--- config.mk ---
export PLATFORM = sky130hd
export DESIGN_NAME = ysyx_25020037_mem_arbiter
export DESIGN_NICKNAME = d
export VERILOG_FILES = /design/src/rtl/ysyx_25020037_mem_arbiter_pkg.sv /design/src/rtl/ysyx_25020037_rr_arb2.sv /design/src/rtl/ysyx_25020037_mem_arbiter.sv
export SDC_FILE = /design/constraint.sdc
export NUM_CORES = 1
export LEC_CHECK = 0
export BUFFER_PORTS_ARGS = -buffer_cell sky130_fd_sc_hd__buf_2
export CORE_AREA = 10 10 132 134
export CTS_BUF_LIST = sky130_fd_sc_hd__clkbuf_16
export CTS_CLUSTER_DIAMETER = 200
export DETAILED_ROUTE_END_ITERATION = 6
export DIE_AREA = 0 0 142 144
export REMOVE_ABC_BUFFERS = 1
export SLEW_MARGIN = 20
export SYNTH_ARGS = -nofsm -noshare
export SYNTH_HDL_FRONTEND = slang
export SYNTH_SLANG_ARGS = --single-unit
export TNS_END_PERCENT = 20
--- constraint.sdc ---
create_clock -name clk -period 5.57 [get_ports clk]
set_input_delay 0.2785 -clock clk [delete_from_list [all_inputs] [get_ports clk]]
set_output_delay 0.2785 -clock clk [all_outputs]
set_load 0.01 [all_outputs]
--- src/rtl/ysyx_25020037_mem_arbiter_pkg.sv ---
// Shared encodings for the IFU/LSU memory arbiter: FSM states, master IDs, AXI response codes.
package ysyx_25020037_mem_arbiter_pkg;

    typedef enum logic [1:0] {
        ST_IDLE   = 2'd0,
        ST_IFU_RD = 2'd1,
        ST_LSU_RD = 2'd2,
        ST_LSU_WR = 2'd3
    } state_t;

    localparam logic MST_IFU = 1'b0;
    localparam logic MST_LSU = 1'b1;

    localparam logic [1:0] RESP_OKAY   = 2'b00;
    localparam logic [1:0] RESP_SLVERR = 2'b10;

endpackage

--- src/rtl/ysyx_25020037_rr_arb2.sv ---
// Two-way round-robin picker: on a tie the master that was not granted last wins.
// Latency: purely combinational.
// Backpressure: none; grant is one-hot or zero and only reflects current requests.
module ysyx_25020037_rr_arb2
    import ysyx_25020037_mem_arbiter_pkg::*;
(
    input  logic [1:0] req,
    input  logic       last,
    output logic [1:0] grant
);

    always_comb begin
        grant = 2'b00;
        case (req)
            2'b01:   grant = 2'b01;
            2'b10:   grant = 2'b10;
            2'b11:   grant = (last == MST_LSU) ? 2'b01 : 2'b10;
            default: grant = 2'b00;
        endcase
    end

endmodule

--- src/rtl/ysyx_25020037_mem_arbiter.sv ---
// Shares one AXI4-Lite slave port between IFU (read-only) and LSU (read/write), one transaction at a time.
// Latency: grant registered, 1 cycle request->s_*valid; 1 idle bubble after each release.
// Backpressure: granted master's channels pass through combinationally; others see ready=0 until release.
module ysyx_25020037_mem_arbiter
    import ysyx_25020037_mem_arbiter_pkg::*;
#(
    parameter int TIMEOUT = 256,
    parameter int CNT_W   = 8
) (
    input  logic        clk,
    input  logic        rst_n,

    input  logic [31:0] ifu_araddr,
    input  logic        ifu_arvalid,
    output logic        ifu_arready,
    output logic [31:0] ifu_rdata,
    output logic [1:0]  ifu_rresp,
    output logic        ifu_rvalid,
    input  logic        ifu_rready,

    input  logic [31:0] lsu_araddr,
    input  logic        lsu_arvalid,
    output logic        lsu_arready,
    output logic [31:0] lsu_rdata,
    output logic [1:0]  lsu_rresp,
    output logic        lsu_rvalid,
    input  logic        lsu_rready,
    input  logic [31:0] lsu_awaddr,
    input  logic        lsu_awvalid,
    output logic        lsu_awready,
    input  logic [31:0] lsu_wdata,
    input  logic [3:0]  lsu_wstrb,
    input  logic        lsu_wvalid,
    output logic        lsu_wready,
    output logic [1:0]  lsu_bresp,
    output logic        lsu_bvalid,
    input  logic        lsu_bready,

    output logic [31:0] s_araddr,
    output logic        s_arvalid,
    input  logic        s_arready,
    input  logic [31:0] s_rdata,
    input  logic [1:0]  s_rresp,
    input  logic        s_rvalid,
    output logic        s_rready,
    output logic [31:0] s_awaddr,
    output logic        s_awvalid,
    input  logic        s_awready,
    output logic [31:0] s_wdata,
    output logic [3:0]  s_wstrb,
    output logic        s_wvalid,
    input  logic        s_wready,
    input  logic [1:0]  s_bresp,
    input  logic        s_bvalid,
    output logic        s_bready
);

    localparam logic [CNT_W-1:0] CNT_LAST = CNT_W'(TIMEOUT - 1);
    localparam logic [CNT_W-1:0] CNT_ONE  = CNT_W'(1);

    state_t             state, state_nxt;
    logic               last, last_nxt;
    logic               err, err_nxt;
    logic               drain, drain_nxt;
    logic [CNT_W-1:0]   cnt, cnt_nxt;
    logic [1:0]         req, gnt;

    assign req = {lsu_arvalid | lsu_awvalid, ifu_arvalid};

    ysyx_25020037_rr_arb2 u_rr (
        .req   (req),
        .last  (last),
        .grant (gnt)
    );

    always_ff @(posedge clk or negedge rst_n) begin
        if (!rst_n) begin
            state <= ST_IDLE;
            last  <= MST_LSU;
            err   <= 1'b0;
            drain <= 1'b0;
            cnt   <= '0;
        end else begin
            state <= state_nxt;
            last  <= last_nxt;
            err   <= err_nxt;
            drain <= drain_nxt;
            cnt   <= cnt_nxt;
        end
    end

    // err latches a forced SLVERR; drain keeps s_rready/s_bready high in IDLE
    // so a slave that answers after the timeout does not hang.
    always_comb begin
        state_nxt = state;
        last_nxt  = last;
        err_nxt   = err;
        drain_nxt = drain;
        cnt_nxt   = cnt;
        case (state)
            ST_IDLE: begin
                if (s_rvalid || s_bvalid) drain_nxt = 1'b0;
                if (gnt != 2'b00) begin
                    cnt_nxt   = '0;
                    err_nxt   = 1'b0;
                    drain_nxt = 1'b0;
                    if (gnt[0])           state_nxt = ST_IFU_RD;
                    else if (lsu_arvalid) state_nxt = ST_LSU_RD;
                    else                  state_nxt = ST_LSU_WR;
                end
            end
            ST_IFU_RD, ST_LSU_RD: begin
                if ((err || s_rvalid) &&
                    ((state == ST_IFU_RD) ? ifu_rready : lsu_rready)) begin
                    state_nxt = ST_IDLE;
                    err_nxt   = 1'b0;
                    last_nxt  = (state == ST_IFU_RD) ? MST_IFU : MST_LSU;
                end else if (!err) begin
                    if (cnt == CNT_LAST && !s_rvalid) begin
                        err_nxt   = 1'b1;
                        drain_nxt = 1'b1;
                    end else begin
                        cnt_nxt = cnt + CNT_ONE;
                    end
                end
            end
            ST_LSU_WR: begin
                if ((err || s_bvalid) && lsu_bready) begin
                    state_nxt = ST_IDLE;
                    err_nxt   = 1'b0;
                    last_nxt  = MST_LSU;
                end else if (!err) begin
                    if (cnt == CNT_LAST && !s_bvalid) begin
                        err_nxt   = 1'b1;
                        drain_nxt = 1'b1;
                    end else begin
                        cnt_nxt = cnt + CNT_ONE;
                    end
                end
            end
            default: state_nxt = ST_IDLE;
        endcase
    end

    always_comb begin
        ifu_arready = 1'b0;
        ifu_rdata   = '0;
        ifu_rresp   = RESP_OKAY;
        ifu_rvalid  = 1'b0;
        lsu_arready = 1'b0;
        lsu_rdata   = '0;
        lsu_rresp   = RESP_OKAY;
        lsu_rvalid  = 1'b0;
        lsu_awready = 1'b0;
        lsu_wready  = 1'b0;
        lsu_bresp   = RESP_OKAY;
        lsu_bvalid  = 1'b0;
        s_araddr    = '0;
        s_arvalid   = 1'b0;
        s_rready    = 1'b0;
        s_awaddr    = '0;
        s_awvalid   = 1'b0;
        s_wdata     = '0;
        s_wstrb     = '0;
        s_wvalid    = 1'b0;
        s_bready    = 1'b0;
        case (state)
            ST_IDLE: begin
                s_rready = drain;
                s_bready = drain;
            end
            ST_IFU_RD: begin
                s_araddr    = ifu_araddr;
                s_arvalid   = ifu_arvalid & ~err;
                ifu_arready = s_arready & ~err;
                s_rready    = err | ifu_rready;
                ifu_rvalid  = err | s_rvalid;
                ifu_rdata   = err ? 32'h0 : s_rdata;
                ifu_rresp   = err ? RESP_SLVERR : s_rresp;
            end
            ST_LSU_RD: begin
                s_araddr    = lsu_araddr;
                s_arvalid   = lsu_arvalid & ~err;
                lsu_arready = s_arready & ~err;
                s_rready    = err | lsu_rready;
                lsu_rvalid  = err | s_rvalid;
                lsu_rdata   = err ? 32'h0 : s_rdata;
                lsu_rresp   = err ? RESP_SLVERR : s_rresp;
            end
            ST_LSU_WR: begin
                s_awaddr    = lsu_awaddr;
                s_awvalid   = lsu_awvalid & ~err;
                lsu_awready = s_awready & ~err;
                s_wdata     = lsu_wdata;
                s_wstrb     = lsu_wstrb;
                s_wvalid    = lsu_wvalid & ~err;
                lsu_wready  = s_wready & ~err;
                s_bready    = err | lsu_bready;
                lsu_bvalid  = err | s_bvalid;
                lsu_bresp   = err ? RESP_SLVERR : s_bresp;
            end
            default: ;
        endcase
    end

endmodule
==> results.tsv <==
stage	metric	value	unit
final_layout	Sequential Area	327	um2
placement	I/O Buffers	363	
route	drt wl/cell	18.6	um
route	1st-pass router iterations	5	
synthesis	sequential share of the synthesized area	13.0	%
placement	pre-CTS worst setup slack	2840	ps
clocking	CTS Buf Count	3	
route	Via density	4.22	
grt	initial antenna violation count	4	
placement	gpl congestion	0.881	
route	ANT nets after route	0	
final_layout	# fillers	1635	
pwr	leakage power	0.00271	uW
pwr	Final Power	1630	uW
setup_path	Crit Path Class	reg -> out	
timing	final critical-path share of the clock period	52.9	%
setup_path	CP Cell Sequence	inv_1 -> ha_1 -> buf_4 -> nor2b_1 -> buf_4 -> and2_1 -> buf_2	
timing	Worst-Margin Slew	995	ps
final_layout	layout cells sized above 1	56.1	%
placement	DP HPWL	14.3	mm
setup_path	crit-path most repeated cell	buf_4	
grt	number of global-route vias before repair	3554	
grt	pin count of the biggest net entering global routing	79	
grt	GRT Overall Usage	14.0	%
route	total routed wirelength	16.3	mm
worst_hold_path	Hold Path Class	in -> reg	
grt	first-pass GRT wire length	22.8	mm
final_layout	area of the multi-input gates	2050	um2
setup_path	crit start category	register	
timing	total negative setup slack	0	ps
grt	total congestion overflow	0	
clocking	CTS Sinks	13	
setup_path	r2r setup slk	2920	ps
clocking	TritonCTS clock tree	yes	
setup_path	FF-to-FF path depth	6	
route	Initial DRC Count	204	
worst_hold_path	Worst Hold End	state[0]	
final_layout	most frequent cells in the layout	buf_2, and2_1, nor2b_1, a22oi_1, dfrtp_1	
timing	RSZ-0062 raised after global routing	false	
die	Die Width	142	um
status	outcome	finished clean	
final_layout	Layout Utilization	30.9	%
run	max_cap viols	0	
clocking	post-cts sizing count	0	
synthesis	Avg Cell Area, Syn	7.31	um2
setup_path	reg2reg start	state[1]	
synthesis	Mapped Cells	344	
die	starting density of the core	16.9	%
die	CORE AREA	14900	um2
die	die footprint	20400	um2
timing	fmax	339	MHz
synthesis	ys flop type	dfrtp_1	
clocking	H-tree depth	1	
synthesis	mapped cell area	2510	um2
setup_path	CP required	5290	ps
timing	final worst slack	2620	ps
timing	final slew viol count	0	
synthesis	synth warn	0	
setup_path	worst r2r dst	cnt[6]	
clocking	clk_lat worst skew	250	ps
synthesis	asr flop ratio synth	100	%
synthesis	number of synthesized register bits	13	
setup_path	critical path's largest stage delay	830	ps
final_layout	Layout area overhead	82.3	%
setup_path	Crit path arrival time	2670	ps
die	# IOs	364	
pwr	PD cells	355	nW/um2
clocking	Longest Clk Path Bufs	2	
setup_path	slowest CP cell	ha_1	
synthesis	number of flops mapped to enable cells by yosys	0	
final_layout	commonest non-fill, non-tap cell in the layout	buf_2	
timing	endpoints failing setup	0	
worst_hold_path	hold-critical path depth	4	
worst_hold_path	worst min-delay path startpoint	lsu_arvalid	
final_layout	nets	877	
pwr	VDD IR max	0.000138	V
timing	crit path time final	2950	ps
route	number of remaining DRC errors	0	
synthesis	Distinct cells, synth	47	
setup_path	Worst setup EP type	output port	
die	DIE HEIGHT	144	um
final_layout	final instance count without filler cells	878	
timing	Slew HR	33.6	%
timing	Worst Skew	3.84	ps
setup_path	critical path fanouts, max	34	
timing	Fin. Hold Viols	0	
placement	Cells after DPL	871	
clocking	Clock Pin Slew Worst Setup and Hold Paths	50	ps
route	via count	3708	
die	Cell Rows	45	
clocking	Root Buffer	clkbuf_16	
## worst max-delay path by stage
stage | slack [ps] | end | from
floorplan | 2910 | ifu_arready | state[1]
global placement | 2910 | cnt[0] | state[0]
detailed placement | 2840 | cnt[0] | state[0]
CTS | 2620 | ifu_rdata[8] | state[1]
global route | 2420 | ifu_rdata[8] | state[1]
finish | 2620 | ifu_rdata[4] | state[1]
## where the power goes
part	switching (uW)	total (uW)	internal [uW]
combinational	745	1340	595
clock	45.5	141	95.2
sequential	27.1	148	121
## state kept, by name (all words and copies together), names as in the netlist
name	cells
last	1
state	2
cnt	8
err	1
drain	1
## through the flow
| step | hold WS [ps] | cell area, um2 |
|---|---|---|
| 5_1_grt | 432 | 4580 |
| 4_1_cts | 391 | 4580 |
| 3_3_place_gp | 195 | 4490 |
| 6_report | 399 | 4590 |
| 2_1_floorplan | -17.1 | 2400 |
| 3_5_place_dp | 196 | 4490 |
## synth_stat cells (all sizes together), types with 4 or more instances
cell | n | area (um2)
a21oi | 4 | 20.0
dfrtp | 12 | 300
nor2b | 38 | 238
mux2i | 6 | 72.6
o21ai | 7 | 35.0
nand2 | 7 | 26.3
o41ai | 4 | 42.6
buf | 5 | 27.5
nor2 | 4 | 15.0
o21a | 4 | 30.0
clkbuf | 24 | 90.1
ha | 6 | 75.1
inv | 7 | 26.3
nand3 | 5 | 25.0
and2 | 141 | 882
a22oi | 32 | 240
## per-layer routing
metal | routed length [um] | global-route usage [%] | part of all wire, % | vias up
li1 | - | - | - | 1857
met1 | 5970 | 15.3 | 37 | 1661
met2 | 8910 | 27.0 | 55 | 173
met3 | 1170 | 3.18 | 7.2 | 17
met4 | 250 | 2.53 | 1.5 | 0
met5 | 0 | 0 | 0 | -
## repair_timing
action                    in CTS  in global routing
hold buffers                   1                  0
hold endpoints to repair      12                  0
setup buffers                  0                  0
## kinds of logic after synthesis
logic type / synth area share (%)
adders and majority gates: 2.98
muxes: 4.23
and+or+nand+nor: 53.5
AOI/OAI and AO/OA: 20.5
DFF: 13.0
buffers and inverters: 5.72
## worst max-delay path: cells and delay by family, from the launching register on
kind	cells	cell delay [ps]
buf+inv	4	860
fa+ha+maj	1	830
flops	1	390
simple gates	2	310
## layout make-up
| type | count | share of cell area [%] |
|---|---|---|
| clock buffer | 3 | 1.64 |
| inverter | 7 | 0.573 |
| tap | 188 | 5.13 |
| multi-input combinational | 295 | 44.7 |
| antenna | 2 | 0.109 |
| clock inverter | 1 | 0.0819 |
| sequential | 13 | 7.12 |
| timing repair buffer | 369 | 40.7 |
No activity file was read; power rests on OpenSTA's default activity.
